$ cat src/rtl/call_request_bank.sv
// call_request_bank
// Per-floor request register for the elevator controller. Every raw cabin and hall button is
// synchronised and debounced. A debounced press sets a request: cabin presses toggle, hall
// presses set only. The controller's service levels clear requests. Summary flags and a
// popcount are registered on the same edge as the request bits.
//
// Ports:
//   clk, reset                  clock, asynchronous active-low reset
//   cur_floor, door_open        cabin position and door state
//   btn_cab/btn_up/btn_down     raw asynchronous buttons, one bit per floor
//   svc_cab/svc_up/svc_down     synchronous clear levels, one bit per floor
//   req_cab/req_up/req_down     pending requests (registered)
//   req_above/below/here        any request above/below/at cur_floor (registered)
//   new_req                     one-cycle pulse when any request bit rises
//   pending_count               number of set request bits (registered)
module call_request_bank #(
    parameter int unsigned FLOORS   = 8,
    parameter int unsigned FLOOR_W  = 3,
    parameter int unsigned DEBOUNCE = 4,
    parameter int unsigned CNT_W    = 5
) (
    input  logic               clk,
    input  logic               reset,
    input  logic [FLOOR_W-1:0] cur_floor,
    input  logic               door_open,
    input  logic [FLOORS-1:0]  btn_cab,
    input  logic [FLOORS-1:0]  btn_up,
    input  logic [FLOORS-1:0]  btn_down,
    input  logic [FLOORS-1:0]  svc_cab,
    input  logic [FLOORS-1:0]  svc_up,
    input  logic [FLOORS-1:0]  svc_down,
    output logic [FLOORS-1:0]  req_cab,
    output logic [FLOORS-1:0]  req_up,
    output logic [FLOORS-1:0]  req_down,
    output logic               req_above,
    output logic               req_below,
    output logic               req_here,
    output logic               new_req,
    output logic [CNT_W-1:0]   pending_count
);

    localparam int unsigned NIN = 3 * FLOORS;

    // Flattened input order: {down, up, cab}.
    logic [NIN-1:0]        raw;
    logic [NIN-1:0]        s1_q, s2_q;
    logic [NIN-1:0]        db_q, db_d;
    logic [NIN-1:0][7:0]   cnt_q, cnt_d;
    logic [NIN-1:0]        press;

    logic [FLOORS-1:0]     press_cab, press_up, press_down;
    logic [FLOORS-1:0]     blocked;
    logic [FLOORS-1:0]     cab_d, up_d, down_d, any_d;
    logic                  above_d, below_d, here_d, new_d;
    logic [CNT_W-1:0]      count_d;
    logic [NIN-1:0]        all_d;
    logic [31:0]           cf;

    assign raw        = {btn_down, btn_up, btn_cab};
    assign press_cab  = press[FLOORS-1:0];
    assign press_up   = press[2*FLOORS-1:FLOORS];
    assign press_down = press[3*FLOORS-1:2*FLOORS];
    assign cf         = 32'(cur_floor);

    // Debouncer: db flips once s2 has disagreed with it for DEBOUNCE consecutive cycles.
    always_comb begin
        db_d  = db_q;
        cnt_d = cnt_q;
        press = '0;
        for (int unsigned i = 0; i < NIN; i++) begin
            if (s2_q[i] != db_q[i]) begin
                if (cnt_q[i] == 8'(DEBOUNCE - 1)) begin
                    db_d[i]  = s2_q[i];
                    cnt_d[i] = '0;
                    press[i] = s2_q[i];
                end else begin
                    cnt_d[i] = cnt_q[i] + 8'd1;
                end
            end else begin
                cnt_d[i] = '0;
            end
        end
    end

    // Request next state; the service clear is applied last so it beats any press.
    always_comb begin
        for (int unsigned i = 0; i < FLOORS; i++) begin
            blocked[i] = door_open && (cf == i);

            cab_d[i] = req_cab[i];
            if (press_cab[i] && !blocked[i]) cab_d[i] = ~req_cab[i];
            if (svc_cab[i]) cab_d[i] = 1'b0;

            up_d[i] = req_up[i];
            if (press_up[i] && !blocked[i]) up_d[i] = 1'b1;
            if (svc_up[i]) up_d[i] = 1'b0;

            down_d[i] = req_down[i];
            if (press_down[i] && !blocked[i]) down_d[i] = 1'b1;
            if (svc_down[i]) down_d[i] = 1'b0;
        end
        // No hall call beyond the shaft ends.
        up_d[FLOORS-1] = 1'b0;
        down_d[0]      = 1'b0;
    end

    // Summary from next-state vectors. An out-of-range cur_floor naturally places every
    // floor below it, giving here = 0, above = 0, below = any.
    always_comb begin
        any_d   = cab_d | up_d | down_d;
        all_d   = {down_d, up_d, cab_d};
        above_d = 1'b0;
        below_d = 1'b0;
        here_d  = 1'b0;
        count_d = '0;
        for (int unsigned i = 0; i < FLOORS; i++) begin
            if (any_d[i]) begin
                if (i > cf)  above_d = 1'b1;
                if (i < cf)  below_d = 1'b1;
                if (i == cf) here_d  = 1'b1;
            end
        end
        for (int unsigned i = 0; i < NIN; i++) begin
            count_d = count_d + CNT_W'(all_d[i]);
        end
        new_d = |(all_d & ~{req_down, req_up, req_cab});
    end

    always_ff @(posedge clk or negedge reset) begin
        if (!reset) begin
            s1_q          <= '0;
            s2_q          <= '0;
            db_q          <= '0;
            cnt_q         <= '0;
            req_cab       <= '0;
            req_up        <= '0;
            req_down      <= '0;
            req_above     <= 1'b0;
            req_below     <= 1'b0;
            req_here      <= 1'b0;
            new_req       <= 1'b0;
            pending_count <= '0;
        end else begin
            s1_q          <= raw;
            s2_q          <= s1_q;
            db_q          <= db_d;
            cnt_q         <= cnt_d;
            req_cab       <= cab_d;
            req_up        <= up_d;
            req_down      <= down_d;
            req_above     <= above_d;
            req_below     <= below_d;
            req_here      <= here_d;
            new_req       <= new_d;
            pending_count <= count_d;
        end
    end

endmodule

$ cat config.mk
export PLATFORM = sky130hd
export DESIGN_NAME = call_request_bank
export DESIGN_NICKNAME = d
export VERILOG_FILES = /design/src/rtl/call_request_bank.sv
export SDC_FILE = /design/constraint.sdc
export NUM_CORES = 1
export LEC_CHECK = 0
export ABC_AREA = 1
export CAP_MARGIN = 40
export CORE_MARGIN = 3
export CORE_UTILIZATION = 35
export CTS_CLUSTER_DIAMETER = 60
export DETAILED_ROUTE_END_ITERATION = 6
export PLACE_DENSITY = 0.61
export REMOVE_ABC_BUFFERS = 1
export SKIP_LAST_GASP = 1
export SLEW_MARGIN = 20
export SYNTH_ARGS = -nofsm -noshare
export SYNTH_HDL_FRONTEND = slang
export SYNTH_SLANG_ARGS = --single-unit
$ cat constraint.sdc
create_clock -name clk -period 8.9 [get_ports clk]
set_input_delay 1.335 -clock clk [delete_from_list [all_inputs] [get_ports clk]]
set_output_delay 1.335 -clock clk [all_outputs]
set_load 0.02 [all_outputs]
==> metrics, run 1 <==
status finished, final reports clean; Clock Path Buffers 3; CP max FO 10; CTS Sinks 273; clk_lat worst skew 510 ps; Max VDD drop 0.000107 V; Buffers on Ports 80; Die H 199 um; required time worst endpoint 9270 ps; final worst slack 2750 ps; RSZ-0062 raised after global routing no; worst clock skew 26.2 ps; final hold viol count 0; antenna violations before repair 0; Synth top cells by count nor2_1, dfrtp_1, inv_1; largest net degree at the start of global routing 179; final WL 27.2 mm; Syn. warnings 0; CTS H-tree lvls 2; sequential share of the synthesized area 0.523; NumNets Final 1757; CTS Root Cell clkbuf_16; PostCTS Resize Cnt 0; predominant post-synthesis flop cell dfrtp_1; # fillers 3525; critical path, cell by cell clkdlybuf4s50_1 -> nor2_8 -> nand3_4 -> nand4_1 -> nand3_1 -> fa_1 -> inv_1 -> fa_1 -> inv_1 -> fa_1 -> fa_1 -> inv_1 -> fa_1 -> ha_1 -> fa_1 -> xor2_1; reg-to-reg startpoint cnt_q[0]; distinct cell type count after synthesis 35; Tightest Hold Check Type flop to flop; post-route ant nets 0; Avg Cell Area, Syn 8.45 sq um; number of global-route vias before repair 9629; max layer used met4; dpl hpwl 20.0 mm; Synth area leader dfrtp_1; Iteration-0 DRC Markers 570; Total GRT Usage 0.141; Hold Buf Count CTS 0; clock transition at the registers of the reported paths 60 ps; setup TNS 0 ps; maxcap violations 0; TritonRoute pass-1 iters 5; final routed DRC violation total 0; Post-Syn Area 13100 sq um; Final Max Tran Viols 0; postcts setup bufs 0; crit end category flop; core area 36700 sq um; Critical R2R Capture pending_count[2]; top-count cell post-synth nor2_1; arrival time at the worst endpoint 6520 ps; Final Cycle Share 0.691; first-pass GRT wire length 45.8 mm; cts bufs inserted 34; R2R setup slack 3940 ps; #FFs+latches synth 273; Slew HR 0.382; DR WL/cell 12.7 um; Routability Congestion 0.844; highest-delay cell along the critical path clkdlybuf4s50_1; R2R depth 17; die area 39700 sq um; layout cells sized above 1 0.0572; vias 9878; final instance area 15500 sq um; Lkg Pwr 7.58 nW; dominant cells by area after synthesis dfrtp_1, nor2_1, inv_1; Critical Path Source Type primary input; gr ovfl total 0; Slew @ Worst Pin 927 ps; Critical Path Max Stage Delay 830 ps; WHS Endpoint s2_q[7]; Setup WS pre-CTS 2240 ps; Power Dens Cells 227 nW/um^2; width of the die 199 um; Post-DP Area 14400 sq um; critical path class primary input to flop; Crit. Startpoint cur_floor[1]; Setup Viol. Count Final 0; hold_sp s1_q[7]; EDFF count, synth 0; Gate Count Post-Synth 1547; Via density 4.60; Final min period 6150 ps; upper clock frequency limit 163 MHz; hold path depth 0; Site Rows 70; Initial Util 0.356; wire length on met1 12.7 mm; Yosys top cell area share 0.523; Post-synth ARST share 1.00; most frequent CP cell fa_1; CTS tree yes; # diodes 0; DR WL met3 1.06 mm; I/O pin total 87; area growth from synthesis to layout 18.6%; DR WL met2 12.6 mm
==> critical path: cells and delay by family <==
kind          cells  cell delay, ps
buf+inv           4             990
xor+xnor          1             160
fa+ha+maj         7            3220
simple gates      4             820
==> placed cells by master (no fill, tap or decap), drive strengths merged, types with 22 or more instances in the layout <==
master         instances
o21ai                 34
nor3                  89
and3                  22
ha                    29
nor2                 311
clkbuf                44
inv                  274
nand2                251
nand3                 92
a21oi                 65
clkdlybuf4s50         79
dfrtp                273
==> sequential cells by signal (all words and copies together), names as in the netlist <==
signal         cells
req_cab            8
req_here           1
req_below          1
pending_count      5
s2_q              22
cnt_q            176
req_above          1
s1_q              22
db_q              22
new_req            1
req_up             7
req_down           7
==> layer usage <==
metal | global-route usage | vias to the layer above
met5 | 0 | -
met4 | 0.0437 | 0
met3 | 0.0256 | 50
met2 | 0.237 | 126
met1 | 0.187 | 4613
li1 | - | 5089
==> through the flow <==
step	hold WS (ps)	std cells	total power, mW	utilization
detailed placement	336	2091	2.23	0.393
global route	350	2146	3.75	0.422
floorplan	331	1542	1.99	-
finish	343	2146	3.52	0.422
CTS	348	2146	3.58	0.422
global placement	333	2091	2.21	0.393
==> power breakdown <==
part | internal (mW) | switching, mW | leakage, nW
sequential | 1.41 | 0.114 | 3.63
combinational | 0.247 | 0.427 | 3.42
clock | 0.808 | 0.511 | 0.531
total | 2.46 | 1.05 | 7.58
==> cell type report <==
type	instances	area, sq um	share of cell area
Sequential cell	273	6830	0.441
Multi-Input combinational cell	997	5160	0.333
Inverter	272	1030	0.0664
Clock buffer	44	950	0.0613
Timing Repair Buffer	81	826	0.0533
Tap cell	468	586	0.0378
Clock inverter	11	120	0.00775
==> cells by family after synthesis <==
group                    Yosys count  share of synthesized area
flip-flops                       273                      0.523
buffers and inverters            278                     0.0830
AND/OR/NAND/NOR                  806                      0.279
other                              1                   0.000287
AO/OA/AOI/OAI                    123                     0.0494
adder cells (fa/ha/maj)           44                     0.0507
XOR/XNOR                          22                     0.0147
==> worst max-delay path by stage <==
stage / endpoint / slack (ps)
after detailed placement: pending_count[2] / 2240
after CTS: pending_count[2] / 2750
final: pending_count[2] / 2750
after floorplan: pending_count[2] / 3570
after global routing: pending_count[4] / 2570
after global placement: pending_count[2] / 2260
Note: power is estimated with default switching activity, not from simulation.
==> inputs of run 2 (changes only) <==
--- a/config.mk
+++ b/config.mk
@@ -11,7 +11,7 @@
 export CORE_UTILIZATION = 35
 export CTS_CLUSTER_DIAMETER = 60
 export DETAILED_ROUTE_END_ITERATION = 6
-export PLACE_DENSITY = 0.61
+export PLACE_DENSITY = 0.63
 export REMOVE_ABC_BUFFERS = 1
 export SKIP_LAST_GASP = 1
 export SLEW_MARGIN = 20
==> constraint.sdc (replaced) <==
create_clock -name clk -period 5.4 [get_ports clk]
set_input_delay 0.81 -clock clk [delete_from_list [all_inputs] [get_ports clk]]
set_output_delay 0.81 -clock clk [all_outputs]
set_load 0.02 [all_outputs]
==> metrics, run 2 (synthesis results as in run 1) <==
Power Dens Cells 375 nW/um^2; postcts setup bufs 0; PostCTS Resize Cnt 0; R2R depth 17; # diodes 0; worst clock skew 13.8 ps; final routed DRC violation total 0; hold_sp s1_q[7]; most common cell after layout, fill and taps aside nor2_1; Die H 199 um; Slew HR 0.371; Setup WS pre-CTS -210 ps; antenna violations before repair 1; placed cell count 2120; Setup Viol. Count Final 0; upper clock frequency limit 198 MHz; # fillers 3517; Buffers on Ports 80; Via density 4.61; critical path class primary input to flop; CTS H-tree lvls 2; maxcap violations 0; required time worst endpoint 5790 ps; CP max FO 5; Final Non-Filler Cells 2179; Hold Buf Count CTS 0; largest net degree at the start of global routing 122; vias 10000; Critical Path Source Type primary input; clock transition at the registers of the reported paths 50 ps; WHS Endpoint s2_q[7]; R2R setup slack 560 ps; layout cells sized above 1 0.0748; Biggest register cnt_q; Slew @ Worst Pin 943 ps; Routability Congestion 0.829; NumNets Final 1786; width of the die 199 um; gr ovfl total 0; Final Cycle Share 0.936; Final Max Tran Viols 0; Pwr Total 5.94 mW; final core area utilization 0.432; post-route ant nets 0; number of global-route vias before repair 9800; Iteration-0 DRC Markers 619; reg-to-reg startpoint cnt_q[8]; most frequent cells in the layout nor2_1, dfrtp_1, inv_1; first-pass GRT wire length 46.3 mm; die area 39700 sq um; Critical R2R Capture pending_count[2]; crit end category flop; final worst slack 347 ps; DR WL/cell 12.7 um; RSZ-0062 raised after global routing no; max reg flops 176; Site Rows 70; Lkg Pwr 7.77 nW; final WL 27.7 mm; Post-DP Area 14700 sq um; dpl hpwl 21.0 mm; area growth from synthesis to layout 21.3%; core area 36700 sq um; Total GRT Usage 0.144; CTS tree yes; Final min period 5050 ps; cts bufs inserted 34; Tightest Hold Check Type flop to flop; clk_lat worst skew 510 ps; Clock Path Buffers 3; CTS Root Cell clkbuf_16; hold path depth 0; CTS Sinks 273; I/O pin total 87; status finished, final reports clean; final hold viol count 0; Initial Util 0.356; Max VDD drop 0.000213 V; final instance area 15800 sq um; TritonRoute pass-1 iters 5; arrival time at the worst endpoint 5440 ps
[run 2: cell count changes in the layout (fill, tap and decap cells not counted)]
cell / delta
bufinv_16: +1
clkinvlp_4: +2
inv_6: -1
clkbuf_1: +1
buf_4: +25
clkbuf_8: -1
clkbuf_16: +2
clkinv_4: -2
buf_12: +4
inv_8: +2
[run 2: final cells by class]
type / count / area (sq um) / area share
tap: 468 / 586 / 0.0369
clock inverter: 13 / 161 / 0.0102
inverter: 272 / 1030 / 0.0649
clock buffer: 46 / 990 / 0.0625
timing repair buffer: 110 / 1090 / 0.0690
multi-input combinational: 997 / 5160 / 0.325
sequential: 273 / 6830 / 0.431
[run 2: critical path, cell delays in order]
cell             delay [ps]
clkdlybuf4s50_1         440
buf_12                  160
nor2_8                  130
nand3_4                 100
nand4_1                 110
nand3_1                 150
fa_1                    560
inv_1                    60
fa_1                    530
inv_1                    60
fa_1                    480
fa_1                    510
inv_1                    50
fa_1                    430
ha_1                    230
fa_1                    460
xor2_1                  160
[run 2: per-stage QoR]
step / setup TNS [ps] / hold slack, ps
after CTS: 0 / 338
after global routing: 0 / 351
final: 0 / 341
after floorplan: 0 / 331
after detailed placement: -491 / 335
after global placement: -241 / 335
[run 2: power by group]
part | switching, mW | internal, mW
Clock | 0.856 | 1.44
Sequential | 0.194 | 2.32
Combinational | 0.707 | 0.428
Total | 1.76 | 4.19
[run 2: per-layer routing]
metal	track usage	share of wire	vias up
met4	0.0427	0.022	2
met2	0.243	0.47	166
met3	0.0256	0.043	43
met5	0	0.00058	-
met1	0.191	0.47	4670
li1	-	-	5165
[run 2: worst max-delay path by stage]
stage               cells after the start          endpoint  slack, ps    startpoint
global placement                       17  pending_count[2]       -120  cur_floor[1]
CTS                                    17  pending_count[2]        330  cur_floor[1]
global route                           18  pending_count[4]        170  cur_floor[1]
finish                                 17  pending_count[2]        350  cur_floor[1]
detailed placement                     17  pending_count[2]       -210  cur_floor[1]
floorplan                              15  pending_count[2]        600  cur_floor[1]
==> inputs of run 3 (changes only) <==
--- a/config.mk
+++ b/config.mk
@@ -11,7 +11,7 @@
 export CORE_UTILIZATION = 35
 export CTS_CLUSTER_DIAMETER = 60
 export DETAILED_ROUTE_END_ITERATION = 6
-export PLACE_DENSITY = 0.63
+export PLACE_DENSITY = 0.61
 export REMOVE_ABC_BUFFERS = 1
 export SKIP_LAST_GASP = 1
 export SLEW_MARGIN = 20
==> constraint.sdc (replaced) <==
create_clock -name clk -period 4.75 [get_ports clk]
set_input_delay 0.7125 -clock clk [delete_from_list [all_inputs] [get_ports clk]]
set_output_delay 0.7125 -clock clk [all_outputs]
set_load 0.02 [all_outputs]
==> metrics, run 3 (synthesis results as in run 1) <==
Total GRT Usage 0.148; maxcap violations 0; Slew @ Worst Pin 949 ps; width of the die 199 um; CTS H-tree lvls 1; Die H 199 um; Clock power frac 0.375; worst clock skew 15.4 ps; antenna violations before repair 4; Worst setup endpoint pending_count[2]; Site Rows 70; crit end category flop; Logic pwr share 0.206; CTS Root Cell clkbuf_16; max reg flops 176; CTS tree yes; clk_lat worst skew 570 ps; Slew HR 0.367; area occupied by multi-input gates 5270 sq um; NumNets Final 1829; Initial Util 0.356; Max VDD drop 0.000304 V; reg-to-reg startpoint cnt_q[106]; final hold viol count 0; Routability Congestion 0.840; DR WL/cell 13.0 um; clock transition at the registers of the reported paths 60 ps; gr ovfl total 0; Pwr Total 6.80 mW; dpl hpwl 21.8 mm; final WL 28.9 mm; first-pass GRT wire length 48.0 mm; Clock Path Buffers 3; Critical Path Source Type flop; I/O pin total 87; Crit. Startpoint cnt_q[106]; Critical R2R Capture pending_count[2]; largest net degree at the start of global routing 121; Final min period 4530 ps; critical path class flop to flop; vias 10200; Iteration-0 DRC Markers 513; number of global-route vias before repair 9958; Hold Buf Count CTS 0; Via density 4.59; Reg power frac 0.419; required time worst endpoint 5190 ps; Buffers on Ports 80; R2R depth 17; Final Max Tran Viols 0; status finished, final reports clean; most common cell after layout, fill and taps aside nor2_1; Int Power 4.75 mW; post-route ant nets 0; CTS Sinks 273; Setup Viol. Count Final 0; layout cells sized above 1 0.114; switching part of the total 0.301; Net Switching 2.05 mW; area growth from synthesis to layout 24.3%; Final Cycle Share 0.954; # diodes 0; Power Dens Cells 418 nW/um^2; Storage cell area 6830 sq um; final core area utilization 0.443; Tightest Hold Check Type primary input to async pin; TritonRoute pass-1 iters 5; final routed DRC violation total 0; die area 39700 sq um; core area 36700 sq um; most frequent cells in the layout nor2_1, dfrtp_1, inv_1; cts bufs inserted 31; upper clock frequency limit 221 MHz; CP max FO 4; # fillers 3495; arrival time at the worst endpoint 4970 ps; R2R setup slack 220 ps; Biggest register cnt_q; Lkg Pwr 8.00 nW
## run 3: power groups by stage
| stage | Combinational [mW] | Sequential (mW) | Clock [mW] |
|---|---|---|---|
| floorplan | 0.849 | 2.88 | 0 |
| global placement | 1.35 | 2.88 | 0 |
| detailed placement | 1.39 | 2.89 | 0 |
| CTS | 1.40 | 2.85 | 2.62 |
| global route | 1.63 | 2.89 | 2.71 |
| finish | 1.40 | 2.85 | 2.55 |
## run 3: per-layer routing
metal,part of all wire,GRT usage,up-vias
li1,-,-,5233
met2,0.47,0.248,158
met4,0.029,0.0406,8
met1,0.45,0.196,4754
met3,0.050,0.0309,64
met5,0.0020,0,-
## run 3: repair_timing
item	in CTS	in global routing
pin swaps	1	14
setup endpoints to repair	3	4
resized for setup	9	24
buffers inserted	2	2
## run 3: worst min-delay path by stage
stage	startpoint	to	slack, ps	cells after the start
2_1_floorplan	s1_q[0]	s2_q[0]	330	0
3_3_place_gp	s1_q[3]	s2_q[3]	330	0
3_5_place_dp	s1_q[17]	s2_q[17]	330	0
4_1_cts	reset	cnt_q[168]	310	1
5_1_grt	reset	db_q[22]	340	1
6_report	reset	db_q[22]	260	1
## run 3: metrics by stage
stage	instances	cell area (sq um)	hold slack, ps	setup WS, ps	setup TNS [ps]
floorplan	1542	13000	331	43.9	0
global placement	2162	15000	333	-714	-2690
detailed placement	2162	15000	335	-813	-3070
CTS	2222	16100	311	23.8	0
global route	2224	16200	337	-9.05	-15.9
finish	2224	16200	256	219	0
## run 3: layout make-up
cell class,instances,area share
Clock buffer,34,0.0503
Clock inverter,24,0.0176
Inverter,272,0.0633
Multi-Input combinational cell,997,0.324
Sequential cell,273,0.421
Tap cell,468,0.0361
Timing Repair Buffer,156,0.0880
## run 3: critical path, cell delays in order, from the launching register on
cell     delay, ps
dfrtp_1        410
nor2_1         160
nand3_2        110
nor2_4         140
nand3_1         80
nand2_1         90
nand2_1         90
fa_1           550
inv_1           50
fa_1           470
inv_1           50
fa_1           470
fa_1           510
inv_1           50
fa_1           450
ha_2           200
fa_2           350
xor2_1         160
